## src/rtl/pps_time_of_day.sv

```systemverilog
// rtl/pps_time_of_day.sv - PPS edge to second strobe, BCD hh:mm:ss and source-valid flag
// Optional PPS_PERIOD_MEAS_EN: o_period reports cycles between the last two ticks.
module pps_time_of_day #(
  parameter int CLOCK_RATE_HZ = 12_000_000,
  parameter int LOSS_CYCLES   = CLOCK_RATE_HZ + CLOCK_RATE_HZ / 4,
  parameter int PW            = 32
) (
  input  logic          i_clk,
  input  logic          i_reset_n,
  input  logic          i_pps,
  input  logic          i_clear,
  output logic          o_tick,
  output logic [7:0]    o_sec,
  output logic [7:0]    o_min,
  output logic [7:0]    o_hour,
  output logic          o_valid,
  output logic [PW-1:0] o_period
);

  localparam logic [PW-1:0] LP_LOSS = PW'(LOSS_CYCLES);
  localparam logic [PW-1:0] LP_MAX  = '1;

  logic          r_s1, r_s2, r_last, r_tick;
  logic          r_armed, r_valid;
  logic [PW-1:0] r_count;
  logic [7:0]    r_sec, r_min, r_hour;
  logic [7:0]    w_sec_nxt, w_min_nxt, w_hour_nxt;
  logic [8:0]    w_sec_inc, w_min_inc, w_hour_inc;
  logic          w_rise;

  // Returns {wrap, next}; wrap is set when v was at its last legal value.
  function automatic logic [8:0] bcd_inc(input logic [7:0] v, input logic [7:0] vmax);
    if (v == vmax)
      return {1'b1, 8'h00};
    else if (v[3:0] == 4'd9)
      return {1'b0, v[7:4] + 4'd1, 4'd0};
    else
      return {1'b0, v[7:4], v[3:0] + 4'd1};
  endfunction

  assign w_rise     = r_s2 & ~r_last;
  assign w_sec_inc  = bcd_inc(r_sec,  8'h59);
  assign w_min_inc  = bcd_inc(r_min,  8'h59);
  assign w_hour_inc = bcd_inc(r_hour, 8'h23);

  always_comb begin
    w_sec_nxt  = r_sec;
    w_min_nxt  = r_min;
    w_hour_nxt = r_hour;
    if (i_clear) begin
      w_sec_nxt  = 8'h00;
      w_min_nxt  = 8'h00;
      w_hour_nxt = 8'h00;
    end else if (w_rise) begin
      w_sec_nxt = w_sec_inc[7:0];
      if (w_sec_inc[8])
        w_min_nxt = w_min_inc[7:0];
      if (w_sec_inc[8] && w_min_inc[8])
        w_hour_nxt = w_hour_inc[7:0];
    end
  end

  always_ff @(posedge i_clk or negedge i_reset_n) begin
    if (!i_reset_n) begin
      r_s1    <= 1'b0;
      r_s2    <= 1'b0;
      r_last  <= 1'b0;
      r_tick  <= 1'b0;
      r_sec   <= 8'h00;
      r_min   <= 8'h00;
      r_hour  <= 8'h00;
      r_count <= '0;
      r_armed <= 1'b0;
      r_valid <= 1'b0;
    end else begin
      r_s1   <= i_pps;
      r_s2   <= r_s1;
      r_last <= r_s2;
      r_tick <= w_rise;
      r_sec  <= w_sec_nxt;
      r_min  <= w_min_nxt;
      r_hour <= w_hour_nxt;
      if (w_rise) begin
        // First tick after reset or loss only arms; the second proves the interval.
        r_count <= PW'(1);
        r_armed <= 1'b1;
        if (r_armed)
          r_valid <= (r_count < LP_LOSS);
      end else begin
        if (r_count != LP_MAX)
          r_count <= r_count + PW'(1);
        if (r_count >= LP_LOSS) begin
          r_valid <= 1'b0;
          r_armed <= 1'b0;
        end
      end
    end
  end

`ifdef PPS_PERIOD_MEAS_EN
  logic [PW-1:0] r_period;

  always_ff @(posedge i_clk or negedge i_reset_n) begin
    if (!i_reset_n)
      r_period <= '0;
    else if (w_rise && r_armed)
      r_period <= r_count;
  end

  assign o_period = r_period;
`else
  assign o_period = '0;
`endif

  assign o_tick  = r_tick;
  assign o_sec   = r_sec;
  assign o_min   = r_min;
  assign o_hour  = r_hour;
  assign o_valid = r_valid;

endmodule

```

## config.mk

```make
export PLATFORM = sky130hd
export DESIGN_NAME = pps_time_of_day
export DESIGN_NICKNAME = d
export VERILOG_FILES = /design/src/rtl/pps_time_of_day.sv
export SDC_FILE = /design/constraint.sdc
export NUM_CORES = 1
export LEC_CHECK = 0
export ABC_CLOCK_PERIOD_IN_PS = 2050
export CORE_MARGIN = 1
export CORE_UTILIZATION = 55
export CTS_CLUSTER_DIAMETER = 200
export DETAILED_ROUTE_END_ITERATION = 8
export DONT_BUFFER_PORTS = 1
export PLACE_DENSITY = 0.75
export REMOVE_ABC_BUFFERS = 1
export SYNTH_ARGS = -nofsm -noshare
export SYNTH_HDL_FRONTEND = slang
export SYNTH_SLANG_ARGS = --single-unit
```

## constraint.sdc

```tcl
create_clock -name i_clk -period 2.05 [get_ports i_clk]
set_input_delay 0.205 -clock i_clk [delete_from_list [all_inputs] [get_ports i_clk]]
set_output_delay 0.205 -clock i_clk [all_outputs]
set_load 0.03 [all_outputs]
```

==> impl_metrics.env, run 1 <==
export IMPL_max_freq_mhz=524
export IMPL_hold_viol_final=0
export IMPL_port_buffers=0
export IMPL_crit_arrival_ps=2140
export IMPL_skew_ps=9.40
export IMPL_multi_input_area_sq_mm=0.00192
export IMPL_yosysSeqAreaShare_pct=42.1
export IMPL_cp_start_kind="flop"
export IMPL_layout_nets=453
export IMPL_core_area_sq_mm=0.00642
export IMPL_grt_start_max_net_pins=63
export IMPL_synth_flop_cell="dfrtp_1"
export IMPL_avgSynthCellArea_sq_um=9.19
export IMPL_grt_pass1_vias=2923
export IMPL_crit_path_cell_trace="inv_1 > ha_1 > and3b_2 > a31oi_2 > or3_1 > o41ai_1"
export IMPL_drt_pass1_iterations=7
export IMPL_violations="design-rule violations"
export IMPL_grtUsageMet1_pct=27.8
export IMPL_crit_slowest_cell="or3_1"
export IMPL_use_met3_pct=5.74
export IMPL_period_minus_slack_ps=1910
export IMPL_die_x_um=83.9
export IMPL_insertion_delay_ps=340
export IMPL_wl_per_cell_um=14.8
export IMPL_seqCellArea_sq_mm=0.00155
export IMPL_cap_violations=0
export IMPL_antenna_found_initial=0
export IMPL_holdWs_ps=86.3
export IMPL_fillers=535
export IMPL_use_met2_pct=38.8
export IMPL_ys_ff_latch=62
export IMPL_io_pins=62
export IMPL_setup_violations=0
export IMPL_start_util_pct=57.4
export IMPL_rows=29
export IMPL_drive_gt1_share_pct=15.0
export IMPL_worstMarginPinSlew_ps=479
export IMPL_grt_overflow=0
export IMPL_grt_busiest_layer="met2"
export IMPL_p_leak_nw=1.84
export IMPL_antenna_cells=0
export IMPL_cp_end_kind="flop"
export IMPL_drt_wl_total_mm=7.64
export IMPL_numCtsBuffers=9
export IMPL_finalCritPeriodShare_pct=93.1
export IMPL_post_cts_buffers=0
export IMPL_synth_edf_count=0
export IMPL_ant_nets=0
export IMPL_viasPerCell=5.84
export IMPL_postSynthCellCount=401
export IMPL_required_ps=2280
export IMPL_tns_ps=0
export IMPL_area_delta_synth_final_pct=11.9
export IMPL_relSlewSlack_pct=67.5
export IMPL_async_flop_share_pct=100
export IMPL_routabilityCongestion=0.823
export IMPL_cts_tree="done"
export IMPL_cp_max_fo=6
export IMPL_root_buffer="clkbuf_8"
export IMPL_dieArea_sq_mm=0.00703
export IMPL_drt_iter0_drc=153
export IMPL_criticalPathCategory="reg -> reg"
export IMPL_rsz0062_at_grt="false"
export IMPL_dpl_hpwl_mm=5.34
export IMPL_hold_path_class="in -> reg"
export IMPL_clkSlewWorstSetupHoldPaths_ps=70
export IMPL_die_h_um=83.9
export IMPL_crit_buf_inv=1
export IMPL_route_detailed_drc=8
export IMPL_power_total_w=0.00301
export IMPL_synth_area_sq_mm=0.00368
export IMPL_ir_drop_mv=0.484
export IMPL_run_status="complete, but fails checks"
export IMPL_p_per_area_mw_per_mm2=729
export IMPL_yosys_warnings=0
export IMPL_maxSlewViolCount=0
export IMPL_clk_path_buf_depth=2
export IMPL_grt_pass1_wl_mm=12.9
export IMPL_vias=3020
export IMPL_cts_sinks=62
export IMPL_yosys_cell_types_count=60
export IMPL_cp_top_family="simple AND/OR/NAND/NOR gates"
export IMPL_cts_max_level=3
export IMPL_cpPeakStageDelay_ps=470
export IMPL_gr_usage_all_layers_pct=23.0
==> cells by family (layout without fill, tap and decap cells) <==
group / count (synthesis) / count (layout) / share of synthesized area [%]
flops: 62 / 62 / 42.1
mux: 2 / 2 / 0.577
fa+ha+maj: 14 / 14 / 4.75
simple gates: 167 / 167 / 26.2
other cells: 1 / 32 / 0.102
xor+xnor: 5 / 5 / 1.19
buf+inv: 52 / 60 / 9.24
compound gates: 98 / 98 / 15.8
==> where the power goes <==
part           leakage (nW)  internal (W)  switching [W]
combinational         0.882      0.000120       0.000291
sequential            0.834       0.00129      0.0000673
clock                 0.120      0.000783       0.000461
total                  1.84       0.00219       0.000819
==> per-stage QoR <==
step	area [sq um]	instances	utilization [%]	worst slack (ps)
CTS	4110	517	64.0	53.9
global route	4120	517	64.2	11.7
floorplan	3500	390	-	-156
detailed placement	3820	497	59.5	72.5
finish	4120	517	64.2	141
global placement	3820	497	59.5	145
==> sequential cells by signal (all words and copies together), names as in the netlist <==
register  count
o_min         8
o_hour        8
o_sec         8
r_last        1
r_s1          1
r_s2          1
o_tick        1
r_armed       1
o_valid       1
r_count      32
==> layout make-up <==
cell class,instances,share of cell area [%]
Multi-Input combinational cell,318,46.6
Sequential cell,62,37.6
Timing Repair Buffer,34,6.86
Clock buffer,13,4.10
Tap cell,77,2.34
Clock inverter,3,1.58
Inverter,10,0.910
==> cell usage after synthesis, types with 3 or more instances <==
master,number,area share [%]
dfrtp_1,62,42
clkbuf_1,7,0.71
nand4_1,9,1.5
and3b_1,3,0.71
o31ai_1,10,2.0
and3_1,4,0.68
o211ai_1,3,0.61
inv_1,9,0.92
nand3b_1,3,0.61
a31oi_1,3,0.51
nand2_1,32,3.3
ha_1,14,4.8
o21ai_1,8,1.1
nand3_1,16,2.2
and4_1,3,0.71
o21ai_0,33,4.5
nor2_1,27,2.8
nor3_1,8,1.1
nand2b_1,6,1.0
nor4_1,3,0.51
or4_1,8,1.6
buf_4,32,6.5
and2_1,7,1.2
a21oi_1,25,3.4
or2_2,3,0.51
xor2_1,3,0.71
or3_1,19,3.2
==> path summary, 6_finish.rpt <==
kind                           start          to  slack [ps]  depth (start not counted)
max                         o_sec[1]   o_hour[7]         140                          6
min                          i_clear    o_min[4]          90                          2
max reg2reg                 o_sec[1]   o_hour[7]         140                          6
min reg2reg                     r_s1        r_s2         350                          0
max in group asynchronous  i_reset_n  r_count[4]        1390                          2
min in group asynchronous  i_reset_n  r_count[8]         380                          2
==> layout by cell type (no fill, tap or decap), drive strengths merged, types with 13 or more instances in the layout <==
cell type and count:
dfrtp 62, or3 19, a21oi 25, buf 31
nand3 17, ha 14, conb 32, nand2 33
o21ai 41, nor2 28, clkbuf 13
==> worst reg2reg max path, delay by kind of cell (launching register included) <==
| kind | cells | cell delay, ps |
|---|---|---|
| buffers and inverters | 1 | 50 |
| adder cells (fa/ha/maj) | 1 | 150 |
| AO/OA/AOI/OAI | 2 | 490 |
| flip-flops | 1 | 370 |
| AND/OR/NAND/NOR | 2 | 730 |
==> metal layers <==
| layer | vias up | part of all wire (%) | routed length [um] |
|---|---|---|---|
| met5 | - | 0 | 0 |
| li1 | 1472 | - | - |
| met1 | 1450 | 45 | 3400 |
| met3 | 16 | 4.7 | 360 |
| met2 | 82 | 49 | 3740 |
| met4 | 0 | 1.8 | 137 |
==> what timing repair did <==
action	in CTS	in global routing
gates resized for setup	0	3
hold buffers	4	0
endpoints found under the setup margin	0	9
hold endpoints to repair	68	0
Note: power is estimated with default switching activity, not from simulation.
==> inputs of run 2 (changes only) <==
--- a/config.mk
+++ b/config.mk
@@ -6,12 +6,14 @@
 export NUM_CORES = 1
 export LEC_CHECK = 0
 export ABC_CLOCK_PERIOD_IN_PS = 2050
+export CELL_PAD_IN_SITES_DETAIL_PLACEMENT = 1
+export CELL_PAD_IN_SITES_GLOBAL_PLACEMENT = 2
 export CORE_MARGIN = 1
-export CORE_UTILIZATION = 55
+export CORE_UTILIZATION = 39
 export CTS_CLUSTER_DIAMETER = 200
 export DETAILED_ROUTE_END_ITERATION = 8
 export DONT_BUFFER_PORTS = 1
-export PLACE_DENSITY = 0.75
+export PLACE_DENSITY = 0.84
 export REMOVE_ABC_BUFFERS = 1
 export SYNTH_ARGS = -nofsm -noshare
 export SYNTH_HDL_FRONTEND = slang
==> run 2 against run 1 <==
Net effect:
- the flow now finishes without violations
- final cell count grew 7.9%
- clock power shrank 15%
- via count rose by 2.3%
- sequential cell count did not move
- critical path depth is 1 higher
- critical path type unchanged
- largest cell class unchanged
==> impl_metrics.env, run 2 (synthesized netlist as in run 1, its figures left out) <==
export IMPL_switching_power_w=0.000836
export IMPL_skew_ps=11.8
export IMPL_run_status="finished, final reports clean"
export IMPL_port_buffers=0
export IMPL_dieArea_sq_mm=0.00984
export IMPL_layout_commonest_cell="dfrtp_1"
export IMPL_rsz0062_at_grt="false"
export IMPL_required_ps=2280
export IMPL_ant_nets=0
export IMPL_p_leak_nw=1.86
export IMPL_numCtsBuffers=9
export IMPL_cpPeakStageDelay_ps=430
export IMPL_cp_max_fo=13
export IMPL_die_h_um=99.2
export IMPL_whs_path_depth=2
export IMPL_cap_violations=0
export IMPL_maxSlewViolCount=0
export IMPL_gr_usage_all_layers_pct=19.8
export IMPL_drive_gt1_share_pct=16.3
export IMPL_switching_share_pct=29.6
export IMPL_holdWs_ps=78.7
export IMPL_wl_per_cell_um=16.4
export IMPL_period_minus_slack_ps=1900
export IMPL_antenna_found_initial=0
export IMPL_cts_tree="done"
export IMPL_viasPerCell=5.54
export IMPL_io_pins=62
export IMPL_criticalPathCategory="reg -> reg"
export IMPL_vias=3089
export IMPL_pwr_share_clk_pct=37.5
export IMPL_setup_violations=0
export IMPL_cts_max_level=3
export IMPL_power_total_w=0.00283
export IMPL_regMostFlops="r_count"
export IMPL_drt_iter0_drc=110
export IMPL_route_detailed_drc=0
export IMPL_largest_reg_flops=32
export IMPL_utilization_pct=45.8
export IMPL_max_freq_mhz=527
export IMPL_grt_start_max_net_pins=63
export IMPL_r2r_slack_ps=150
export IMPL_crit_arrival_ps=2130
export IMPL_area_delta_synth_final_pct=14.3
export IMPL_ir_drop_mv=0.271
export IMPL_power_frac_comb_pct=14.8
export IMPL_hold_path_class="in -> reg"
export IMPL_die_x_um=99.2
export IMPL_routabilityCongestion=0.749
export IMPL_crit_path_cell_trace="inv_1 > ha_1 > and3b_1 > a31oi_1 > buf_4 > or3_4 > o41ai_1"
export IMPL_cp_end_kind="flop"
export IMPL_p_seq_share_pct=47.7
export IMPL_final_cell_mix="dfrtp_1, buf_4, nand2_1, conb_1, o21ai_0"
export IMPL_layout_nets=461
export IMPL_p_int_w=0.00199
export IMPL_grt_pass1_wl_mm=15.6
export IMPL_finalCritPeriodShare_pct=92.6
export IMPL_clk_path_buf_depth=2
export IMPL_grt_overflow=0
export IMPL_start_util_pct=40.1
export IMPL_cts_sinks=62
export IMPL_grt_pass1_vias=3201
export IMPL_antenna_cells=0
export IMPL_root_buffer="clkbuf_8"
export IMPL_drt_wl_total_mm=9.17
export IMPL_hold_viol_final=0
export IMPL_cp_start_kind="flop"
export IMPL_ff2ff_path_depth=7
export IMPL_p_per_area_mw_per_mm2=672
export IMPL_rows=35
export IMPL_insertion_delay_ps=340
export IMPL_tns_ps=0
export IMPL_crit_slowest_cell="or3_4"
export IMPL_core_area_sq_mm=0.00920
export IMPL_clkSlewWorstSetupHoldPaths_ps=70
export IMPL_dpl_hpwl_mm=6.53
export IMPL_drt_pass1_iterations=4
## run 2: cell count changes in the layout (fill, tap and decap cells not counted), sizes merged
cell and change:
clkbuf -2, buf +8, bufinv -1, clkinv +1, clkinvlp +1
## run 2: final timing paths
path / endpoint / from
min in group asynchronous: r_count[31] / i_reset_n
setup / recovery: o_hour[7] / o_sec[5]
hold reg to reg: r_s2 / r_s1
hold / removal: o_min[5] / i_clear
max in group asynchronous: o_hour[5] / i_reset_n
setup reg to reg: o_hour[7] / o_sec[5]
## run 2: layer usage
layer	vias to the layer above	routed length, um	GRT usage (%)	share of wire (%)
li1	1481	-	-	-
met1	1543	4110	24.5	45
met2	53	4560	34.0	50
met3	12	388	4.64	4.2
met4	0	109	6.90	1.2
met5	-	0	0	0
## run 2: final cells by class
cell class	count	area (sq um)
Timing Repair Buffer	42	355
Inverter	10	37.5
Multi-Input combinational cell	318	1940
Fill cell	1075	4990
Tap cell	111	139
Clock buffer	11	141
Sequential cell	62	1550
Clock inverter	4	47.5
## run 2: power groups by stage
| stage | sequential, W | clock (W) | combinational (W) |
|---|---|---|---|
| final | 0.00135 | 0.00106 | 0.000420 |
| after global routing | 0.00136 | 0.00113 | 0.000466 |
| after CTS | 0.00135 | 0.00110 | 0.000423 |
| after detailed placement | 0.00137 | 0 | 0.000383 |
| after global placement | 0.00137 | 0 | 0.000371 |
| after floorplan | 0.00142 | 0 | 0.000223 |
## run 2: repair_timing
item | CTS | global route
pin swaps | 0 | 0
endpoints found under the hold margin | 68 | 0
resized for setup | 1 | 6
endpoints found under the setup margin | 1 | 6
setup buffers | 0 | 0
hold buffers | 4 | 0
## run 2: critical path, delay by kind of cell (launching register included)
family	cells	cell delay [ps]
buffers and inverters	2	250
AOI/OAI and AO/OA	2	390
adders and majority gates	1	130
and+or+nand+nor	2	640
DFF	1	380
## run 2: stage by stage
step | cells | cell area (sq um) | worst slack [ps]
floorplan | 390 | 3500 | -156
global placement | 539 | 3940 | 110
detailed placement | 539 | 3940 | 10.8
CTS | 558 | 4190 | 64.0
global route | 558 | 4210 | 28.0
finish | 558 | 4210 | 153
==> inputs of run 3 (changes only) <==
--- a/config.mk
+++ b/config.mk
@@ -9,11 +9,12 @@
 export CELL_PAD_IN_SITES_DETAIL_PLACEMENT = 1
 export CELL_PAD_IN_SITES_GLOBAL_PLACEMENT = 2
 export CORE_MARGIN = 1
-export CORE_UTILIZATION = 39
+export CORE_UTILIZATION = 40
+export CTS_BUF_LIST = sky130_fd_sc_hd__clkbuf_8
 export CTS_CLUSTER_DIAMETER = 200
 export DETAILED_ROUTE_END_ITERATION = 8
 export DONT_BUFFER_PORTS = 1
-export PLACE_DENSITY = 0.84
+export PLACE_DENSITY = 0.86
 export REMOVE_ABC_BUFFERS = 1
 export SYNTH_ARGS = -nofsm -noshare
 export SYNTH_HDL_FRONTEND = slang
==> run 3 against run 2 <==
Net effect:
- die area shrank 2.4%
- power up 4.7%
- wire length down 1.7%
- the run now ends with design-rule violations left
- critical path type unchanged
==> impl_metrics.env, run 3 (synthesized netlist as in run 1, its figures left out) <==
export IMPL_run_status="complete, but fails checks"
export IMPL_violations="design-rule violations"
export IMPL_route_detailed_drc=2
export IMPL_cp_max_fo=5
export IMPL_switching_share_pct=28.6
export IMPL_area_delta_synth_final_pct=14.2
export IMPL_cpPeakStageDelay_ps=590
export IMPL_antenna_found_initial=0
export IMPL_hold_viol_final=0
export IMPL_vias=3091
export IMPL_wl_per_cell_um=16.2
export IMPL_p_per_area_mw_per_mm2=705
export IMPL_dpl_hpwl_mm=6.38
export IMPL_final_cell_mix="dfrtp_1, buf_4, o21ai_0"
export IMPL_switching_power_w=0.000849
export IMPL_setup_violations=0
export IMPL_start_util_pct=41.8
export IMPL_die_h_um=98.0
export IMPL_drt_wl_total_mm=9.01
export IMPL_clk_path_buf_depth=2
export IMPL_antenna_cells=0
export IMPL_dieArea_sq_mm=0.00960
export IMPL_drt_iter0_drc=114
export IMPL_cp_end_kind="flop"
export IMPL_layout_commonest_cell="dfrtp_1"
export IMPL_finalCritPeriodShare_pct=93.2
export IMPL_regMostFlops="r_count"
export IMPL_root_buffer="clkbuf_8"
export IMPL_max_freq_mhz=523
export IMPL_crit_slowest_cell="or4b_2"
export IMPL_port_buffers=0
export IMPL_layout_nets=460
export IMPL_gr_usage_all_layers_pct=20.5
export IMPL_crit_arrival_ps=2130
export IMPL_cts_tree="done"
export IMPL_ir_drop_mv=0.267
export IMPL_rows=34
export IMPL_holdWs_ps=95.6
export IMPL_grt_start_max_net_pins=63
export IMPL_cts_sinks=62
export IMPL_cp_start_kind="flop"
export IMPL_rsz0062_at_grt="false"
export IMPL_p_seq_share_pct=45.4
export IMPL_ant_nets=0
export IMPL_cts_max_level=3
export IMPL_die_x_um=98.0
export IMPL_hold_path_class="in -> reg"
export IMPL_routabilityCongestion=0.815
export IMPL_viasPerCell=5.57
export IMPL_drive_gt1_share_pct=15.9
export IMPL_largest_reg_flops=32
export IMPL_drt_pass1_iterations=6
export IMPL_insertion_delay_ps=340
export IMPL_criticalPathCategory="reg -> reg"
export IMPL_clkSlewWorstSetupHoldPaths_ps=70
export IMPL_io_pins=62
export IMPL_numCtsBuffers=9
export IMPL_core_area_sq_mm=0.00881
export IMPL_grt_overflow=0
export IMPL_p_leak_nw=1.88
export IMPL_maxSlewViolCount=0
export IMPL_cap_violations=0
export IMPL_post_cts_buffers=0
export IMPL_grt_pass1_vias=3413
export IMPL_skew_ps=10.4
export IMPL_tns_ps=0
export IMPL_p_int_w=0.00212
export IMPL_period_minus_slack_ps=1910
export IMPL_required_ps=2270
export IMPL_pwr_share_clk_pct=40.1
export IMPL_grt_pass1_wl_mm=15.8
export IMPL_power_frac_comb_pct=14.5
export IMPL_crit_path_cell_trace="inv_1 > ha_1 > or4b_2 > o21bai_2 > nor2_1 > o21ai_0 > o31ai_1"
-- run 3: final timing paths --
path | start | end | slack [ps] | cells past startpoint
setup reg to reg | o_hour[4] | o_hour[5] | 140 | 7
setup / recovery | o_hour[4] | o_hour[5] | 140 | 7
max in group asynchronous | i_reset_n | o_min[3] | 1370 | 2
hold / removal | i_clear | o_min[5] | 100 | 2
min in group asynchronous | i_reset_n | r_count[29] | 400 | 2
hold reg to reg | r_s1 | r_s2 | 350 | 0
-- run 3: timing repair --
action / 4_1_cts / 5_1_grt
hold buffers: 4 / 0
endpoints found under the setup margin: 0 / 8
gates resized for setup: 0 / 2
endpoints found under the hold margin: 68 / 0
-- run 3: area by class of cell --
cell class | count | area [sq um]
inverters | 10 | 37.5
clock buffers | 10 | 138
fillers | 1031 | 4600
flip-flops and latches | 62 | 1550
repair buffers | 41 | 348
multi-input cells | 318 | 1920
clock inverters | 6 | 77.6
well taps | 108 | 135
-- run 3: power by group through the flow --
stage	sequential, W	combinational, W	clock, W
2_1_floorplan	0.00142	0.000223	0
3_3_place_gp	0.00136	0.000376	0
3_5_place_dp	0.00137	0.000388	0
4_1_cts	0.00135	0.000434	0.00122
5_1_grt	0.00136	0.000477	0.00126
6_report	0.00135	0.000431	0.00119
-- run 3: routing by layer --
layer  vias to the layer above  track usage (%)  share of wire (%)
met5                         -                0                  0
met4                         0             7.81                1.7
met3                        11             4.37                3.8
met2                        57             35.1                 49
met1                      1548             25.3                 46
li1                       1475                -                  -
-- run 3: stage by stage --
| stage | worst slack, ps | util, % | power, W | instance area, sq um | instances |
|---|---|---|---|---|---|
| 2_1_floorplan | -156 | - | 0.00164 | 3500 | 390 |
| 3_3_place_gp | 108 | 44.6 | 0.00174 | 3920 | 535 |
| 3_5_place_dp | 35.5 | 44.6 | 0.00176 | 3920 | 535 |
| 4_1_cts | 20.4 | 47.7 | 0.00300 | 4200 | 555 |
| 5_1_grt | 5.80 | 47.8 | 0.00310 | 4210 | 555 |
| 6_report | 139 | 47.8 | 0.00296 | 4210 | 555 |
-- run 3: critical path: cells and delay by family, from the launching register on --
kind | cells | cell delay, ps
buffers and inverters | 1 | 60
flip-flops | 1 | 380
AO/OA/AOI/OAI | 3 | 500
AND/OR/NAND/NOR | 2 | 720
adder cells (fa/ha/maj) | 1 | 130
